File: config.mk
export PLATFORM = sky130hd
export DESIGN_NAME = mat_vec_collector_flat
export DESIGN_NICKNAME = d
export VERILOG_FILES = /design/src/rtl/mat_vec_collector_if.sv /design/src/rtl/mat_vec_collector.sv /design/src/flat_wrapper.sv
export SDC_FILE = /design/constraint.sdc
export NUM_CORES = 1
export LEC_CHECK = 0
export CAP_MARGIN = 15
export CORE_ASPECT_RATIO = 1.2
export CORE_MARGIN = 5
export CORE_UTILIZATION = 30
export DETAILED_ROUTE_END_ITERATION = 16
export GPL_ROUTABILITY_DRIVEN = 0
export PLACE_DENSITY_LB_ADDON = 0.12
export SYNTH_ARGS = -nofsm -noshare
export SYNTH_HDL_FRONTEND = slang
export SYNTH_SLANG_ARGS = --single-unit
export TNS_END_PERCENT = 30
File: constraint.sdc
create_clock -name clock -period 3.22 [get_ports clock]
set_clock_uncertainty 0.1 [all_clocks]
set_input_delay 0.483 -clock clock [delete_from_list [all_inputs] [get_ports clock]]
set_output_delay 0.483 -clock clock [all_outputs]
set_load 0.03 [all_outputs]
File: src/rtl/mat_vec_collector_if.sv
// Stream bundle for the matrix-vector collector: serial element input
// plus the packed-vector valid/ready output toward the consumer.
interface mat_vec_collector_if #(
  parameter int DATA_W  = 16,
  parameter int VEC_LEN = 3
);
  logic [DATA_W-1:0]         in_data;
  logic                      in_valid;
  logic [VEC_LEN*DATA_W-1:0] vec_data;
  logic                      vec_valid;
  logic                      vec_ready;

  modport master (
    output in_data, in_valid, vec_ready,
    input  vec_data, vec_valid
  );

  modport slave (
    input  in_data, in_valid, vec_ready,
    output vec_data, vec_valid
  );
endinterface

File: src/rtl/mat_vec_collector.sv
// Regroups the systolic unit's serial result stream into VEC_LEN-element
// vectors and buffers them in a first-word-fall-through FIFO.
module mat_vec_collector #(
  parameter int DATA_W     = 16,
  parameter int VEC_LEN    = 3,
  parameter int FIFO_DEPTH = 4
) (
  input  logic                          clock,
  input  logic                          rst_n,
  mat_vec_collector_if.slave            bus,
  input  logic                          clr,
  output logic [$clog2(FIFO_DEPTH):0]   fifo_level,
  output logic                          overflow,
  output logic                          frag_err,
  output logic [15:0]                   vec_count
);

  localparam int IDX_W = $clog2(VEC_LEN);
  localparam int AW    = $clog2(FIFO_DEPTH);
  localparam int VW    = VEC_LEN * DATA_W;

  logic              prev_valid;
  logic [IDX_W-1:0]  elem_idx;
  logic [IDX_W-1:0]  idx_eff;
  logic [DATA_W-1:0] partial [VEC_LEN];
  logic [VW-1:0]     new_vec;
  logic [VW-1:0]     mem [FIFO_DEPTH];
  logic [AW-1:0]     wr_ptr;
  logic [AW-1:0]     rd_ptr;
  logic [15:0]       count_q;
  logic              complete;
  logic              frag;
  logic              full;
  logic              pop;
  logic              push;
  logic              drop;

  always_comb begin
    // A fresh in_valid burst always starts at slot 0.
    idx_eff  = (bus.in_valid && !prev_valid) ? '0 : elem_idx;
    complete = bus.in_valid && (idx_eff == IDX_W'(VEC_LEN - 1));
    frag     = !bus.in_valid && (elem_idx != '0);
    new_vec  = '0;
    for (int unsigned i = 0; i < VEC_LEN - 1; i++) begin
      new_vec[i*DATA_W +: DATA_W] = partial[i];
    end
    new_vec[(VEC_LEN-1)*DATA_W +: DATA_W] = bus.in_data;
    full          = (fifo_level == (AW+1)'(FIFO_DEPTH));
    bus.vec_valid = (fifo_level != '0);
    pop           = bus.vec_valid && bus.vec_ready;
    // A same-cycle pop frees the slot the completed vector needs.
    push          = complete && (!full || pop);
    drop          = complete && !push;
    bus.vec_data  = bus.vec_valid ? mem[rd_ptr] : '0;
    vec_count     = count_q;
  end

  always_ff @(posedge clock or negedge rst_n) begin
    if (!rst_n) begin
      prev_valid <= 1'b0;
      elem_idx   <= '0;
      for (int unsigned i = 0; i < VEC_LEN; i++) begin
        partial[i] <= '0;
      end
    end else begin
      prev_valid <= bus.in_valid;
      if (bus.in_valid) begin
        partial[idx_eff] <= bus.in_data;
        elem_idx         <= complete ? '0 : idx_eff + IDX_W'(1);
      end else begin
        elem_idx <= '0;
      end
    end
  end

  always_ff @(posedge clock) begin
    if (push) begin
      mem[wr_ptr] <= new_vec;
    end
  end

  always_ff @(posedge clock or negedge rst_n) begin
    if (!rst_n) begin
      wr_ptr     <= '0;
      rd_ptr     <= '0;
      fifo_level <= '0;
    end else begin
      if (push) begin
        wr_ptr <= wr_ptr + AW'(1);
      end
      if (pop) begin
        rd_ptr <= rd_ptr + AW'(1);
      end
      unique case ({push, pop})
        2'b10:   fifo_level <= fifo_level + 1'b1;
        2'b01:   fifo_level <= fifo_level - 1'b1;
        default: fifo_level <= fifo_level;
      endcase
    end
  end

  always_ff @(posedge clock or negedge rst_n) begin
    if (!rst_n) begin
      overflow <= 1'b0;
      frag_err <= 1'b0;
      count_q  <= '0;
    end else begin
      if (drop) begin
        overflow <= 1'b1;
      end else if (clr) begin
        overflow <= 1'b0;
      end
      if (frag) begin
        frag_err <= 1'b1;
      end else if (clr) begin
        frag_err <= 1'b0;
      end
      if (push) begin
        count_q <= clr ? 16'd1 : count_q + 16'd1;
      end else if (clr) begin
        count_q <= '0;
      end
    end
  end

endmodule

File: src/flat_wrapper.sv
// flat-port wrapper written by rule: the top's interface ports become plain ports
module mat_vec_collector_flat 
#(
  parameter int DATA_W     = 16,
  parameter int VEC_LEN    = 3,
  parameter int FIFO_DEPTH = 4
)
  (clock, rst_n, clr, fifo_level, overflow, frag_err, vec_count, bus_in_data, bus_in_valid, bus_vec_ready, bus_vec_data, bus_vec_valid);
  mat_vec_collector_if #(.DATA_W(DATA_W), .VEC_LEN(VEC_LEN)) bus_i ();
  input  logic clock;
  input  logic rst_n;
  input  logic clr;
  output logic [$clog2(FIFO_DEPTH):0] fifo_level;
  output logic overflow;
  output logic frag_err;
  output logic [15:0] vec_count;
  input wire logic [$bits(bus_i.in_data)-1:0] bus_in_data;
  input wire logic [$bits(bus_i.in_valid)-1:0] bus_in_valid;
  input wire logic [$bits(bus_i.vec_ready)-1:0] bus_vec_ready;
  output wire logic [$bits(bus_i.vec_data)-1:0] bus_vec_data;
  output wire logic [$bits(bus_i.vec_valid)-1:0] bus_vec_valid;
  assign bus_i.in_data = bus_in_data;
  assign bus_i.in_valid = bus_in_valid;
  assign bus_i.vec_ready = bus_vec_ready;
  assign bus_vec_data = bus_i.vec_data;
  assign bus_vec_valid = bus_i.vec_valid;
  mat_vec_collector #(.DATA_W(DATA_W), .VEC_LEN(VEC_LEN), .FIFO_DEPTH(FIFO_DEPTH)) u_core (.clock(clock), .rst_n(rst_n), .bus(bus_i), .clr(clr), .fifo_level(fifo_level), .overflow(overflow), .frag_err(frag_err), .vec_count(vec_count));
endmodule
==> results.cfg <==
[run_status]
status = finished, final reports clean

[timing]
whs_ps = 0.376
setup_tns_ps = 0
fmax_mhz = 321
setup_viol = 0
finalCritPeriodShare_pct = 96.8
tightest_slew_ps = 926
setup_ws_ps = 102
finalMaxSlewViolations = 0
fin_crit_ps = 3120
hold_violations = 0
slew_headroom_pct = 38.2

[die]
die_x_um = 175
dieArea_um2 = 36500
coreArea_um2 = 32300
start_util_pct = 30.4
io_pins = 91
die_y_um = 208
rows = 72

[synth]
synth_edf_count = 192
yosysWarningCount = 0
ys_types = 33
synth_flop_cell = edfxtp_1
netlist_instances = 554
postSynthAreaPerCell_um2 = 17.8
synth_area_um2 = 9830
ys_seq_area_share_pct = 73.9
synth-async-reset-ratio_pct = 23.8
yosys_register_bits = 252
syn_nets = 582

[place]
dp_hpwl_um = 13800
io_buffers = 90
dp_worst_setup_slack_ps = 406
post_dp_cell_area_um2 = 11400

[drt]
wirelength_um = 22600
avgRoutedWirePerCell_um = 20.6
ant_nets = 0
vias = 5120
drt-initial-drc-count = 254
viasPerCell = 4.66
first_pass_iters = 4
drcViolationCount = 0

[grt]
grt_pass1_wl_um = 35400
antenna_found_initial = 1
grt_start_max_net_pins = 61
grt.overflow.total = 0
grt_use_total_pct = 12.5
grt_pass1_vias = 5646

[cts]
ctsLongestPathBuffers = 3
cts_inserted_buffers = 26
cts_hold_buf = 0
clock-sinks = 252
cts_tree = yes
clock-root-buffer = clkbuf_16
htreeDepth = 1
clk_pin_slew_ps = 60
insertion_delay_ps = 530

[finish]
fin_area_um2 = 12400
layout_common_cells = edfxtp_1 (192), clkdlybuf4s50_1 (66), nand2_1 (60), dfrtp_1 (58), and2_1 (50)
drive_gt1_share_pct = 20.0
area_growth_pct = 26.0
fillers = 2960
fin_nets = 698
multi_input_area_um2 = 2430
final_common_cell = edfxtp_1
utilization_pct = 38.3
register_area_um2 = 7270

[setup_path]
r2r_slack_ps = 760
worstPathRequired_ps = 2640
cp.arrival_ps = 2530
criticalPathCategory = register to output port
worstPathMaxFanout = 20
cp-end-kind = output port
startpoint_type = register

[worst_hold_path]
hold_class = primary input to async pin

[pwr]
peakVddDrop_v = 0.000462
p_per_area_nw_per_um2 = 846
p_leak_nw = 4.48

[run]
drv_cap = 0
synthesized netlist by cell type (all sizes together) (4+ instances only):
| master | n | share of area, % |
|---|---|---|
| edfxtp | 192 | 59 |
| dfrtp | 60 | 15 |
| nand2 | 60 | 2.3 |
| and2 | 54 | 3.4 |
| mux4 | 48 | 11 |
| clkbuf | 16 | 0.61 |
| mux2 | 16 | 1.8 |
| inv | 12 | 0.46 |
| nor2 | 11 | 0.42 |
| o21ai | 9 | 0.46 |
| xnor2 | 9 | 0.80 |
| a21oi | 8 | 0.41 |
| buf | 8 | 0.38 |
| ha | 6 | 0.76 |
| or3 | 6 | 0.38 |
| nor4 | 5 | 0.32 |
| nand3 | 4 | 0.20 |
| nand4 | 4 | 0.25 |
| xor2 | 4 | 0.36 |
where the power goes:
part           internal (W)  switching, W
Combinational       0.00156       0.00189
Clock               0.00195       0.00122
Sequential          0.00371      0.000157
Total               0.00722       0.00326
cell families (layout without fill, tap and decap cells):
family | Yosys count | count (layout) | synth area share (%)
AOI/OAI and AO/OA | 21 | 21 | 1.16
xor gates and xnor gates | 13 | 13 | 1.16
adders and majority gates | 7 | 7 | 0.967
buffers and inverters | 37 | 173 | 1.49
DFF | 252 | 252 | 73.9
muxes | 65 | 65 | 12.9
other | 0 | 1 | 0
and+or+nand+nor | 159 | 159 | 8.41
worst max-delay path, stage by stage, from the launching register on:
cell and delay (ps):
dfrtp_4 470, buf_12 220, mux4_2 540, and2_1 170
clkdlybuf4s50_1 590
cell type report:
cell class / count / area share (%)
flip-flops and latches: 252 / 58.7
repair buffers: 112 / 9.73
diodes: 1 / 0.0202
clock buffers: 32 / 5.67
inverters: 13 / 0.394
well taps: 407 / 4.11
multi-input cells: 265 / 19.6
clock inverters: 16 / 1.76
sequential cells by signal, summed over array words and instances (netlist names):
signal	cells
u_core.mem	192
u_core.new_vec	32
u_core.vec_count	16
u_core.fifo_level	3
u_core.elem_idx	2
u_core.rd_ptr	2
u_core.wr_ptr	2
u_core.frag_err	1
u_core.overflow	1
u_core.prev_valid	1
metal layers:
metal	track usage, %	wire [um]	vias to the layer above
li1	-	-	2333
met1	16.4	9580	2669
met2	21.7	11500	95
met3	2.47	1230	23
met4	2.66	321	0
met5	0	0	-
through the flow:
stage | std cells | power [W]
finish | 1098 | 0.0105
global route | 1097 | 0.0110
CTS | 1097 | 0.0107
detailed placement | 1047 | 0.00751
global placement | 1047 | 0.00751
floorplan | 554 | 0.00607
final timing paths:
| check | endpoint | start | cells after the start |
|---|---|---|---|
| max | bus_vec_data[29] | u_core.rd_ptr[0]$_DFFE_PN0P_ | 4 |
| min | u_core.new_vec[27]$_DFFE_PN0P_ | rst_n | 1 |
| max reg2reg | u_core.fifo_level[2]$_DFFE_PN0P_ | u_core.fifo_level[2]$_DFFE_PN0P_ | 9 |
| max in group asynchronous | u_core.rd_ptr[0]$_DFFE_PN0P_ | rst_n | 1 |
| min reg2reg | u_core.mem[0][28]$_DFFE_PP_ | u_core.new_vec[28]$_DFFE_PN0P_ | 0 |
| min in group clock | u_core.mem[0][28]$_DFFE_PP_ | u_core.new_vec[28]$_DFFE_PN0P_ | 0 |
what timing repair did:
item                                   in CTS  in global routing
gates resized for setup                     4                 19
endpoints found under the hold margin       0                  0
setup endpoints to repair                  41                 19
setup buffers                               2                  0
pin swaps                                   0                  0
(Power assumes the default switching activity.)
